$ cat src/rtl/assoc_cache.sv
// Set-associative, one-word-line cache with true-LRU replacement and a
// parameterizable write-back/write-allocate or write-through/no-allocate policy.
module assoc_cache #(
   parameter int ADDR_W     = 10,
   parameter int DATA_W     = 32,
   parameter int WAYS       = 2,
   parameter int SETS       = 4,
   parameter int WRITE_BACK = 1
) (
   input  logic              clk,
   input  logic              rst,
   input  logic              cpu_req,
   input  logic              cpu_write,
   input  logic [ADDR_W-1:0] cpu_address,
   input  logic [DATA_W-1:0] cpu_write_data,
   output logic [DATA_W-1:0] cpu_read_data,
   output logic              cpu_hit,
   output logic              cpu_ready,
   output logic              mem_req,
   output logic              mem_write,
   output logic [ADDR_W-1:0] mem_address,
   output logic [DATA_W-1:0] mem_write_data,
   input  logic [DATA_W-1:0] mem_read_data,
   input  logic              mem_ack
);
   localparam int IDX_W = $clog2(SETS);
   localparam int TAG_W = ADDR_W - IDX_W;
   localparam int WAY_W = (WAYS > 1) ? $clog2(WAYS) : 1;
   localparam bit WB    = (WRITE_BACK != 0);

   localparam logic [2:0] IDLE   = 3'd0;
   localparam logic [2:0] LOOKUP = 3'd1;
   localparam logic [2:0] WBACK  = 3'd2;
   localparam logic [2:0] FILL   = 3'd3;
   localparam logic [2:0] WTHRU  = 3'd4;
   localparam logic [2:0] RESP   = 3'd5;

   logic [2:0]        state_reg;
   logic              req_write_reg;
   logic [ADDR_W-1:0] req_addr_reg;
   logic [DATA_W-1:0] req_wdata_reg;
   logic [WAY_W-1:0]  way_reg;
   logic              hit_reg;
   logic [DATA_W-1:0] resp_data_reg;

   logic              valid_reg [WAYS][SETS];
   logic              dirty_reg [WAYS][SETS];
   logic [WAY_W-1:0]  age_reg   [WAYS][SETS];

   logic [IDX_W-1:0]  idx;
   logic [TAG_W-1:0]  req_tag;
   logic              accept;
   logic [WAYS-1:0]   hit_vec;
   logic              hit_any;
   logic [WAY_W-1:0]  hit_way;
   logic [WAY_W-1:0]  victim_way;
   logic              victim_dirty;
   logic              lookup_ready;
   logic              line_we;
   logic [WAY_W-1:0]  line_way;
   logic [DATA_W-1:0] line_data;
   logic              lru_en;
   logic [WAY_W-1:0]  lru_way;
   logic [TAG_W-1:0]  rd_tag_w  [WAYS];
   logic [DATA_W-1:0] rd_data_w [WAYS];

   assign idx     = req_addr_reg[IDX_W-1:0];
   assign req_tag = req_addr_reg[ADDR_W-1:IDX_W];
   assign accept  = (state_reg == IDLE) && cpu_req;

   // Tag/data live in per-way RAMs read once at acceptance; the registered
   // copy stays valid for the whole transaction since only it touches the set.
   generate
      for (genvar gi = 0; gi < WAYS; gi++) begin : g_way
         logic [TAG_W-1:0]  tag_mem  [SETS];
         logic [DATA_W-1:0] data_mem [SETS];
         logic [TAG_W-1:0]  rd_tag_reg;
         logic [DATA_W-1:0] rd_data_reg;

         always_ff @(posedge clk) begin
            if (line_we && line_way == WAY_W'(gi)) begin
               tag_mem[idx]  <= req_tag;
               data_mem[idx] <= line_data;
            end
            if (accept) begin
               rd_tag_reg  <= tag_mem[cpu_address[IDX_W-1:0]];
               rd_data_reg <= data_mem[cpu_address[IDX_W-1:0]];
            end
         end

         assign rd_tag_w[gi]  = rd_tag_reg;
         assign rd_data_w[gi] = rd_data_reg;
         assign hit_vec[gi]   = valid_reg[gi][idx] && (rd_tag_reg == req_tag);
      end
   endgenerate

   assign hit_any = |hit_vec;

   // Victim: lowest-index invalid way, otherwise the oldest (age WAYS-1).
   always_comb begin
      hit_way    = '0;
      victim_way = '0;
      for (int w = 0; w < WAYS; w++) begin
         if (hit_vec[w]) hit_way = WAY_W'(w);
         if (age_reg[w][idx] == WAY_W'(WAYS - 1)) victim_way = WAY_W'(w);
      end
      for (int w = WAYS - 1; w >= 0; w--) begin
         if (!valid_reg[w][idx]) victim_way = WAY_W'(w);
      end
   end

   assign victim_dirty = valid_reg[victim_way][idx] && dirty_reg[victim_way][idx];
   assign lookup_ready = (state_reg == LOOKUP) && hit_any && !(req_write_reg && !WB);

   assign line_we   = ((state_reg == LOOKUP) && hit_any && req_write_reg) ||
                      ((state_reg == FILL) && mem_ack);
   assign line_way  = (state_reg == LOOKUP) ? hit_way : way_reg;
   assign line_data = req_write_reg ? req_wdata_reg : mem_read_data;
   assign lru_en    = ((state_reg == LOOKUP) && hit_any) || ((state_reg == FILL) && mem_ack);
   assign lru_way   = line_way;

   always_ff @(posedge clk or posedge rst) begin
      if (rst) begin
         state_reg     <= IDLE;
         req_write_reg <= 1'b0;
         req_addr_reg  <= '0;
         req_wdata_reg <= '0;
         way_reg       <= '0;
         hit_reg       <= 1'b0;
         resp_data_reg <= '0;
         for (int w = 0; w < WAYS; w++) begin
            for (int s = 0; s < SETS; s++) begin
               valid_reg[w][s] <= 1'b0;
               dirty_reg[w][s] <= 1'b0;
               age_reg[w][s]   <= WAY_W'(w);
            end
         end
      end else begin
         if (lru_en) begin
            for (int w = 0; w < WAYS; w++) begin
               if (WAY_W'(w) == lru_way)
                  age_reg[w][idx] <= '0;
               else if (age_reg[w][idx] < age_reg[lru_way][idx])
                  age_reg[w][idx] <= age_reg[w][idx] + WAY_W'(1);
            end
         end
         case (state_reg)
            IDLE: begin
               if (cpu_req) begin
                  req_write_reg <= cpu_write;
                  req_addr_reg  <= cpu_address;
                  req_wdata_reg <= cpu_write_data;
                  state_reg     <= LOOKUP;
               end
            end
            LOOKUP: begin
               hit_reg <= hit_any;
               if (hit_any) begin
                  way_reg <= hit_way;
                  if (req_write_reg && WB) dirty_reg[hit_way][idx] <= 1'b1;
                  state_reg <= (req_write_reg && !WB) ? WTHRU : IDLE;
               end else begin
                  way_reg <= victim_way;
                  if (req_write_reg && !WB)  state_reg <= WTHRU;
                  else if (WB && victim_dirty) state_reg <= WBACK;
                  else                       state_reg <= FILL;
               end
            end
            WBACK: if (mem_ack) state_reg <= FILL;
            FILL: begin
               if (mem_ack) begin
                  valid_reg[way_reg][idx] <= 1'b1;
                  dirty_reg[way_reg][idx] <= WB && req_write_reg;
                  resp_data_reg           <= line_data;
                  state_reg               <= RESP;
               end
            end
            WTHRU: if (mem_ack) state_reg <= RESP;
            default: state_reg <= IDLE;
         endcase
      end
   end

   assign cpu_ready = lookup_ready || (state_reg == RESP);
   assign cpu_hit   = lookup_ready || ((state_reg == RESP) && hit_reg);

   always_comb begin
      cpu_read_data  = '0;
      mem_req        = 1'b0;
      mem_write      = 1'b0;
      mem_address    = '0;
      mem_write_data = '0;
      if (lookup_ready)            cpu_read_data = rd_data_w[hit_way];
      else if (state_reg == RESP)  cpu_read_data = resp_data_reg;
      case (state_reg)
         WBACK: begin
            mem_req        = 1'b1;
            mem_write      = 1'b1;
            mem_address    = {rd_tag_w[way_reg], idx};
            mem_write_data = rd_data_w[way_reg];
         end
         FILL: begin
            mem_req     = 1'b1;
            mem_address = req_addr_reg;
         end
         WTHRU: begin
            mem_req        = 1'b1;
            mem_write      = 1'b1;
            mem_address    = req_addr_reg;
            mem_write_data = req_wdata_reg;
         end
         default: ;
      endcase
   end
endmodule
$ cat config.mk
export PLATFORM = sky130hd
export DESIGN_NAME = assoc_cache
export DESIGN_NICKNAME = d
export VERILOG_FILES = /design/src/rtl/assoc_cache.sv
export SDC_FILE = /design/constraint.sdc
export NUM_CORES = 1
export LEC_CHECK = 0
export ABC_AREA = 1
export ABC_CLOCK_PERIOD_IN_PS = 4100
export CORE_ASPECT_RATIO = 0.6
export CORE_MARGIN = 2
export CORE_UTILIZATION = 39
export DETAILED_ROUTE_END_ITERATION = 8
export SLEW_MARGIN = 20
export SYNTH_ARGS = -nofsm -noshare
export SYNTH_HDL_FRONTEND = slang
export SYNTH_SLANG_ARGS = --single-unit
export TNS_END_PERCENT = 50
$ cat constraint.sdc
create_clock -name clk -period 4.1 [get_ports clk]
set_clock_uncertainty 0.1 [all_clocks]
set_input_delay 0.615 -clock clk [delete_from_list [all_inputs] [get_ports clk]]
set_output_delay 0.615 -clock clk [all_outputs]
set_load 0.05 [all_outputs]
# Word level (Yosys, flattened, before mapping)
# Memories as Yosys holds them, arrays and structs flattened. A register that Yosys moved wholly into a read port is not among the register bits.
# Index checks and enable logic that the tools add are counted.
word_totals:
  regBits: 104
  mem_bits_rw: 320
  output_inout_bits: 78
  wordCells: 181
  memories: 4
classes:
  n_addsub: 2
  order_cmp: 10
  eq_ne: 14
  n_mux: 79
  bitwise: 11
  n_reduce_logical: 30
mem_list:
  columns: ["memory", "depth", "width", "rd", "rd_ports_with_merged_regs", "wr", "line", "text"]
  rows:
  - ["g_way[0].data_mem", 4, 32, 1, 1, 1, "76", "logic [DATA_W-1:0] data_mem [SETS];"]
  - ["g_way[1].data_mem", 4, 32, 1, 1, 1, "76", null]
  - ["g_way[0].tag_mem", 4, 8, 1, 1, 1, "75", "logic [TAG_W-1:0] tag_mem [SETS];"]
  - ["g_way[1].tag_mem", 4, 8, 1, 1, 1, "75", null]
ops:
  columns: ["cell", "n"]
  rows:
  - ["$mux 32", 9]
  - ["$pmux 32 s2", 1]
  - ["$mux 4", 15]
  - ["$mux 8", 6]
  - ["$mux 1", 28]
  - ["$pmux 10 s2", 1]
  - ["$eq 8x8->1", 2]
  - ["$or 8x8->8", 2]
  - ["$pmux 8 s2", 1]
  - ["$bmux 1 s2", 7]
  - ["$logic_and 1x1->1", 13]
  - ["$pmux 3 s4", 1]
  - ["$ne 2x2->1 const B", 5]
  - ["$mux 3", 3]
  - ["$and 4x4->4", 2]
  - ["$bwmux 4", 2]
  - ["$bwmux 8", 1]
  - ["$demux 4 s1", 2]
  - ["$ge 2x2->1 const B", 4]
  - ["$not 1->2", 4]
  - ["$reduce_and 2->1", 4]
  - ["$eq 3x2->1 const B", 2]
  - ["$eq 3x3->1 const B", 2]
  - ["$reduce_or 2->1", 3]
  - ["other kinds (18)", 26]

# Logic depth before layout (Yosys ltp)
# Gate-level depths: netlist of run 1.
depth:
  ltp_word: 18
  ltp_mapped: 17
  mapped_depth_nobuf: 17

# Worst setup path after synthesis of run 1
# OpenSTA, ideal clock, no wires.
synth_timing:
  path_type: "register -> register"
  startpoint: "register state_reg[2]"
  endpoint: "register g_way[0].rd_data_reg[0], read port of g_way[0].data_mem, enable pin"
  setup_time_ns: 0.475
  arrival_time_ns: 3.354
  path_slack_ns: 0.171
  path_stages_with_launch: 5
  path_cell_list: "dfrtp_1 -> nor2_1 -> nand3_1 -> inv_2 -> buf_1"
synth_between:
  elab_chain_cells: 2
synth_lines:
  columns: ["element", "line", "text"]
  rows:
  - ["start: declaration", "38", "logic [2:0] state_reg;"]
  - ["start signal: assignment", "161", "state_reg <= (req_write_reg && !WB) ? WTHRU : IDLE;"]
  - ["$logic_not 3->1", "69", "assign accept = (state_reg == IDLE) && cpu_req;"]
  - ["$logic_and 1x1->1", "69", null]
  - ["named net accept", "52", "logic accept;"]
  - ["end: declaration", "78", "logic [DATA_W-1:0] rd_data_reg;"]
# The timed path passes the listed nets, and every way through them passes these cells.
# A chain may end at the register's enable or synchronous reset.

# Worst setup path after layout of run 1
layout_timing:
  startpoint: "register way_reg"
  endpoint: "output mem_write_data[21]"
layout_between:
  elab_chain_cells: 5
layout_lines:
  columns: ["element", "line", "text"]
  rows:
  - ["start: declaration", "42", "logic [WAY_W-1:0] way_reg;"]
  - ["start signal: assignment", "159", "way_reg <= hit_way;"]
  - ["start signal: assignment", "163", "way_reg <= victim_way;"]
  - ["$not 1->2 (not written as such)", "200", "mem_write_data = rd_data_w[way_reg];"]
  - ["$mux 32 (not written as such) (3 in a row)", "200", null]
  - ["$pmux 32 s2", "195", "case (state_reg)"]
  - ["end: declaration", "22", "output logic [DATA_W-1:0] mem_write_data,"]
# No other way between the ends. The select of a mux whose other input is x is not followed.

==> results of run 1 <==
## kinds of logic after synthesis
family,Yosys count
DFF,504
xor gates and xnor gates,4
buffers and inverters,261
and+or+nand+nor,599
AOI/OAI and AO/OA,538
## layout make-up
cell class,count,area [um^2],share of cell area (%)
sequential,504,14600,57.7
multi-input combinational,1141,5460,21.6
timing repair buffer,201,2270,8.96
clock buffer,62,1340,5.27
tap,703,880,3.47
inverter,152,587,2.32
clock inverter,28,183,0.721
## worst max path at each step
stage	startpoint	endpoint	slack [ps]
2_1_floorplan	state_reg[2]	g_way[0].rd_data_reg[0]	170
3_3_place_gp	way_reg	mem_write_data[21]	830
3_5_place_dp	req_addr_reg[6]	g_way[1].data_mem[0][13]	750
4_1_cts	way_reg	mem_write_data[21]	180
5_1_grt	req_addr_reg[6]	cpu_read_data[10]	3
6_report	way_reg	mem_write_data[21]	190
## power groups by stage
stage	registers [uW]	logic, uW	clock network, uW
2_1_floorplan	7220	3310	0
3_3_place_gp	7380	5140	0
3_5_place_dp	7400	5190	0
4_1_cts	7300	5220	4400
5_1_grt	7400	5720	4600
6_report	7310	5240	4310
## cells in the final DEF, fill, tap and decap left out, drive strengths merged, types with 4 or more instances in the layout
master and n:
a21oi 14, dfstp 4, o21ai 365, clkbuf 62, buf 104, clkinvlp 4, o21bai 4, clkdlybuf4s50 97
inv 151, nand3 27, edfxtp 400, clkinv 24, nand2 364, nand4 12, dfrtp 100, nor3 4
nor2 191, o22ai 146
## metal layers
metal / GRT usage (%) / share of wire [%] / vias up
met2: 32.1 / 45 / 527
met4: 5.89 / 2.3 / 0
met1: 30.5 / 46 / 7496
li1: - / - / 6977
met3: 3.93 / 6.7 / 87
met5: 0 / 0 / -
## metrics by stage
step | std cells | worst slack (ps) | util [%] | total power (uW) | hold WS (ps)
4_1_cts | 2790 | 182 | 47.9 | 16900 | 368
2_1_floorplan | 1906 | 171 | - | 10500 | 328
5_1_grt | 2791 | 3.07 | 47.9 | 17700 | 285
3_5_place_dp | 2700 | 755 | 45.0 | 12600 | 351
3_3_place_gp | 2700 | 833 | 45.0 | 12500 | 351
6_report | 2791 | 187 | 47.9 | 16900 | 277
==> impl_results.md, run 1 <==
* DRT antenna net count at 0
* Number of flip-flops in the largest register at 256
* CP max stage cell: clkdlybuf4s50_1
* CTS clk-pin slew, worst paths at approximately 70 ps
* Outcome: finished clean
* Mux cell area share after synthesis at 0%
* Layout area overhead at 20.5%
* Startpoint types: flip-flop
* Inserted Diodes at 0
* Period utilization at between 90% and 100%
* Die Width at 304 um
* Most numerous cell on the critical path: o21ai_0
* Most used DFF post-synth: edfxtp_1
* 1st-pass router iterations at 6
* Compound-gate portion of the synthesized area at 14.0%
* RR Startpoint: req_addr_reg[6]
* Vias per cell at 5.41
* R2r endpoint: g_way[1].data_mem[0][16]
* FF-to-FF setup slack at 700 ps
* Highest clock rate at 256 MHz
* Simple-Gate Fraction of Synth Area at a little under an eighth
* DP Wirelength at 35200 um
* Ports at 157
* Nets at 2127
* WP buf/inv at 3
* RSZ-0062 raised after global routing: no
* Arr. time, crit path at approximately 3200 ps
* Crit path max-delay family: buffers and inverters
* CP Data Required Time at between 3000 and 4000 ps
* Power Internal at ~11000 uW
* Tightest Pin Transition at 1070 ps
* FP Rows at 65
* Post-Syn Area at roughly 21000 um^2
* Max cap viols at 0
* Drt drc at 0
* Synth Area in Adders at 0%
* GR Overflow Total at 0
* GR Util All Layers at a little over a fifth
* Synthesized Nets at 1985
* Largest net degree at the start of global routing at 162
* Vias in the first global route at 14700
* DR iter-0 viols at 1807
* Postcts setup bufs at 0
* Cells along the critical path: inv_2 > buf_4 > o21ai_0 > o21ai_0 > clkdlybuf4s50_1
* Reg2Reg Depth at 12
* Die height at 184 um
* Placed inst area at 23800 um^2
* Crit Path Class: reg2out
* Kind of end point of the critical path: output port
* Die ar. at 55800 um^2
* Area leader, netlist: edfxtp_1
* XOR/XNOR share of the synthesized area at 0.167%
* First-pass GRT wire length at 89600 um
* CTS Buffer Depth at 3
* Vias at approximately 15000
* H-tree lvl count at 2
* Final hold vios at 0
* Post-route cell area at ~25000 um^2
* Yosys top cell area share at 57.1%
* Share of cells above drive strength 1 at 11.2%
* Synth cell types at 38
* Root Buffer: clkbuf_16
* Top cells by count, synth: edfxtp_1 (400), nand2_1 (354), o21ai_0 (352)
* Slowest cell delay on critical path at 850 ps
* Sequential area share after synthesis at 69.5%
* WL final at 58400 um
* CP max FO at 28
* #FFs+latches synth at 504
* Rel. slew slack at 28.2%
* Worst Hold Class: in2async
* EDFF count, synth at 400
* Clock network fraction of design power at 25.6%
* Leak at approximately 0.0094 uW
* Combinational share of power at 31.1%
* Mapped Cells at 1906
* FILL cells at 4712
* TritonCTS clock tree: built
* Tmin final at a little under 4000 ps
* Core ar. at 52900 um^2
* Stages on worst setup path at 5
* Sequential share of power at 43.4%
* RD Place Congestion at 0.957
* Slew Viols, Final at 0
* Most frequent cell after synthesis: edfxtp_1
* Clock sink count at 504
* Total CTS buffers at 48
* Largest family of logic cells by synthesized area: compound AO/OA/AOI/OAI gates
* NetSw at roughly 6200 uW
* Routed len/inst at roughly 21 um
* Mean Syn Cell Area at 11.0 um^2
* Fraction of registers with async set or reset after synthesis at 20.6%
* Starting Density at 39.8%
* Post-CTS Resized at 0
* Sw Share at 36.9%
* Setup TNS at 0 ps
* Synth warn at 0
* Clock Latency Late Sink at ~570 ps
* Synth area leaders: edfxtp_1 (57%), dfrtp_1 (12%), o21ai_0 (8.4%), nand2_1 (6.3%), o22ai_1 (4.3%)
* PD cells at 665 nW/um^2
* Initial antenna violation count at 0
* # setup viols final at 0
* Worst vdd ir at approximately 0.33 mV
* I/O Buffers at 156
* Hold buffers post-CTS at 0
Power figures use the tool's default switching activity.
==> inputs of run 2 (changes only) <==
- REMOVE_ABC_BUFFERS: default -> 1
==> run 2 against run 1 <==
  * Highest routed layer unchanged
  * Non-clock buffer count up 12
  * Core utilization increased by 0.75 points
  * Register-to-register slack worse by 60 ps
  * Via count fell by 0.95%
  * Largest cell class unchanged
  * Fmax increased by 1.9%
==> impl_results.md, run 2 (synthesis gave the netlist of run 1 again) <==
* Outcome: finished clean
* Rel. slew slack at 27.1% (-1.1 points)
* CP Data Required Time at 3380 ps (about the same)
* Die height at 184 um (unchanged)
* Most frequent cells in the layout: edfxtp_1 (400), nand2_1 (354), o21ai_0 (351)
* Die Width at 304 um (unchanged)
* Post-route cell area at 25700 um^2 (+1.6%)
* H-tree lvl count at 2 (unchanged)
* Share of cells above drive strength 1 at 12.0% (+0.81 points)
* # setup viols final at 0 (unchanged)
* Leak at 0.00952 uW (+1.5%)
* Highest clock rate at 260 MHz (+1.9%)
* FF-to-FF setup slack at 640 ps (-60 ps)
* Startpoint types: flip-flop
* RD Place Congestion at 0.911 (-4.8%)
* Hold Path Stages at 2
* Layout area overhead at 22.4%
* Nets at 2138 (+0.52%)
* 1st-pass router iterations at 5 (-1)
* Critical Path Start: req_addr_reg[4]
* Post-CTS Resized at 0 (unchanged)
* I/O Buffers at 156 (unchanged)
* Final hold vios at 0 (unchanged)
* CP max FO at 46 (+64%)
* RR Startpoint: req_addr_reg[4]
* CTS clk-pin slew, worst paths at 60 ps (about the same)
* Crit Path Class: reg2out
* Kind of end point of the critical path: output port
* Starting Density at 39.8% (unchanged)
* Ports at 157 (unchanged)
* CTS Buffer Depth at 3 (unchanged)
* Commonest non-fill, non-tap cell in the layout: edfxtp_1
* Clock Latency Late Sink at 570 ps (about the same)
* Final Util at 48.7% (+0.75 points)
* PD cells at 669 nW/um^2 (+0.56%)
* Final WS setup at 259 ps (+72.1 ps)
* Initial antenna violation count at 1 (+1)
* Tmin final at 3840 ps (-72.1 ps)
* Arr. time, crit path at 3130 ps (-70 ps)
* Routed len/inst at 20.2 um (-3.3%)
* Total CTS buffers at 47 (-2.1%)
* Drt drc at 0 (unchanged)
* Final hold slack at 361 ps (+84.6 ps)
* Vias per cell at 5.33 (-1.3%)
* GR Overflow Total at 0 (unchanged)
* Core ar. at 52900 um^2 (unchanged)
* Die ar. at 55800 um^2 (unchanged)
* Period utilization at 93.7% (-1.8 points)
* Clock sink count at 504 (unchanged)
* GR Util All Layers at 20.2% (-0.77 points)
* Worst vdd ir at 0.383 mV (+17%)
* Tightest Pin Transition at 1090 ps (+25.8 ps)
* WL final at 56700 um (-2.9%)
* Root Buffer: clkbuf_16
* Worst Hold Class: reg2reg
* Hold buffers post-CTS at 0 (unchanged)
* RSZ-0062 raised after global routing: no
* DR iter-0 viols at 1596 (-12%)
* Slew Viols, Final at 0 (unchanged)
* Vias at 14900 (-0.95%)
* Critical hold path startpoint: age_reg[2]
* DP Wirelength at 34900 um (-0.86%)
* Number of flip-flops in the largest register at 256 (unchanged)
* TritonCTS clock tree: built
* Reg2Reg Depth at 12 (unchanged)
* R2r endpoint: g_way[1].data_mem[0][16]
* Max cap viols at 0 (unchanged)
* First-pass GRT wire length at 86100 um (-3.9%)
* Placed inst area at 24200 um^2 (+1.7%)
* DRT antenna net count at 0 (unchanged)
* Worst Hold End: age_reg[2]
* FP Rows at 65 (unchanged)
* Post-place setup slack at 662 ps (-92.9 ps)
* Vias in the first global route at 14400 (-2.2%)
* Largest net degree at the start of global routing at 81 (-50%)
* Postcts setup bufs at 0 (unchanged)
==> run 2: changes by cell type in the layout (fill, tap and decap cells not counted), moves of 4 or more <==
cell,change
buf_12,+28
buf_4,-5
bufinv_16,+5
clkbuf_1,+6
clkbuf_8,-4
clkdlybuf4s50_1,-10
clkinv_1,-4
o21ai_0,+4
o21ai_1,-4
==> run 2: cell type report <==
class	instances	area (um^2)
well taps	703	880
flip-flops and latches	504	14600
clock buffers	61	1230
repair buffers	213	2670
fillers	4657	27100
clock inverters	26	295
diodes	1	2.50
multi-input cells	1141	5460
inverters	152	582
==> run 2: report_power, final <==
group	internal (uW)	switching [uW]
combinational	1710	3840
sequential	6820	465
clock	2510	1880
==> run 2: worst max-delay path by stage <==
| stage | endpoint | slack (ps) | cells after the start |
|---|---|---|---|
| floorplan | g_way[1].data_mem[0][0] | -1590 | 7 |
| global placement | g_way[1].data_mem[1][20] | 630 | 9 |
| detailed placement | g_way[1].data_mem[0][16] | 660 | 9 |
| CTS | mem_write_data[16] | 290 | 5 |
| global route | mem_write_data[16] | 110 | 5 |
| finish | cpu_read_data[12] | 260 | 11 |
==> run 2: stage by stage <==
| step | setup TNS, ps | power (uW) | cells |
|---|---|---|---|
| 4_1_cts | 0 | 17300 | 2799 |
| 5_1_grt | 0 | 18100 | 2800 |
| 2_1_floorplan | -507110 | 10400 | 1797 |
| 3_5_place_dp | 0 | 12900 | 2712 |
| 6_report | 0 | 17200 | 2801 |
| 3_3_place_gp | 0 | 12800 | 2711 |
==> run 2: critical path: stages (launching register included) <==
cell	delay [ps]
dfrtp_1	530
inv_1	130
nand2_1	80
nand2_1	70
inv_1	60
nand2_1	80
nor2_1	130
nand3_2	130
buf_4	310
o21ai_0	540
o22ai_1	250
buf_12	210
==> run 2: metal layers <==
layer  global-route usage (%)  wire [um]
met5                        0          0
met4                     6.53       1660
met3                     3.70       3830
met2                     31.4      25300
met1                     28.7      25800
==> RTL change, RTL diff (flow settings as in run 1) <==
Set the parameter `SETS` to 8 (it was 4).
--- a/src/rtl/assoc_cache.sv
+++ b/src/rtl/assoc_cache.sv
@@ -6,3 +6,3 @@
    parameter int WAYS       = 2,
-   parameter int SETS       = 4,
+   parameter int SETS       = 8,
    parameter int WRITE_BACK = 1
Formal check against the unedited RTL: same outputs for any inputs over 4 cycles, from zero or initial values and one cycle with rst high; that may be too few to reach the edited logic, so the function may still have changed.
==> RTL change against run 1 <==
- area after synthesis up 65%
- maximum frequency fell by 1.3%
- wire length rose by 70%
- final area increased by 62%
- power rose by 54%
- via count rose by 62%
- cell count up 62%
- setup slack worse by 52 ps
- global-route usage is 0.50 points higher
- sequential cell count grew 326
- critical path type unchanged
- highest routed layer is now met5
==> RTL change: results (changes against run 1) <==
| Metric | Value |
|---|---|
| Number of global-route vias before repair | 22,920 (was 14,745) |
| Clkbuf count | 99 (was 62) |
| Multi-input logic portion of the cell area | 22.0% (was 21.6%) |
| Sequential share of cell area | 59.0% (was 57.7%) |
| TritonCTS buffer count | 80 (was 48) |
| Inverters excl. clock | 173 (was 152) |
| Initial antenna violation count | 2 (was 0) |
| Syn nets | 3,208 (was 1,985) |
| Worst hold path type | reg -> reg (was in -> async) |
| Compound-gate portion of the synthesized area | 12.9% (was 14.0%) |
| Met2 Resource Use GR | 31.5% (was 32.1%) |
| GP Congestion | 0.934 (was 0.957) |
| Fill cells | 7,965 (was 4,712) |
| Synth Instances | 3,129 (was 1,906) |
| Leak pwr | 14.7 nW (was 9.37 nW) |
| Multi-Input Combinational | 1,930 (was 1,141) |
| Switching share of power | 34.1% (was 36.9%) |
| Max rail drop VDD | 0.319 mV (was 0.326 mV) |
| Clk. pwr | 7.41 mW (was 4.31 mW) |
| Outcome | completed (unchanged) |
| Part of the power in registers | 43.7% (was 43.4%) |
| Non-clock buffering overhead | 7.48% (was 8.96%) |
| Met3 WL | 7900 um (was 3910 um) |
| Synth Area in XOR/XNOR | 0.202% (was 0.167%) |
| Placed Cells | 4,385 (was 2,700) |
| CP max stage delay | 520 ps (was 850 ps) |
| Number of synthesized flops with an enable pin | 702 (was 400) |
| Vias/cell | 5.39 (was 5.41) |
| Clock-cell share of area | 6.28% (was 6.00%) |
| DR top layer | met5 (was met4) |
| Slowest cell on crit path | buf_4 (was clkdlybuf4s50_1) |
-- RTL change: cell count changes in the layout (fill, tap and decap cells not counted), moves of 18 or more --
cell,delta
o21ai_0,+188
clkbuf_16,+33
nand3_1,+28
nand2_1,+29
inv_1,+23
dfrtp_1,+18
a31oi_1,+78
nor2_1,+411
edfxtp_1,+302
buf_4,+83
-- RTL change: final timing paths --
kind                                       from  slack [ps]                      end  cells past startpoint
max in group asynchronous                   rst        2820        req_wdata_reg[23]                      3
worst min register to register       age_reg[7]         360               age_reg[7]                      2
worst max-delay path            req_addr_reg[1]         140        cpu_read_data[23]                     12
worst max register to register  req_addr_reg[1]         480  g_way[0].data_mem[3][5]                     13
min in group asynchronous                   rst         480             valid_reg[9]                      3
worst min-delay path                 age_reg[7]         360               age_reg[7]                      2
-- RTL change: timing repair --
item                                    4_1_cts  5_1_grt
gates cloned                                  0        0
hold buffers                                  0        0
gates resized for setup                       2        2
endpoints found under the setup margin        2        6
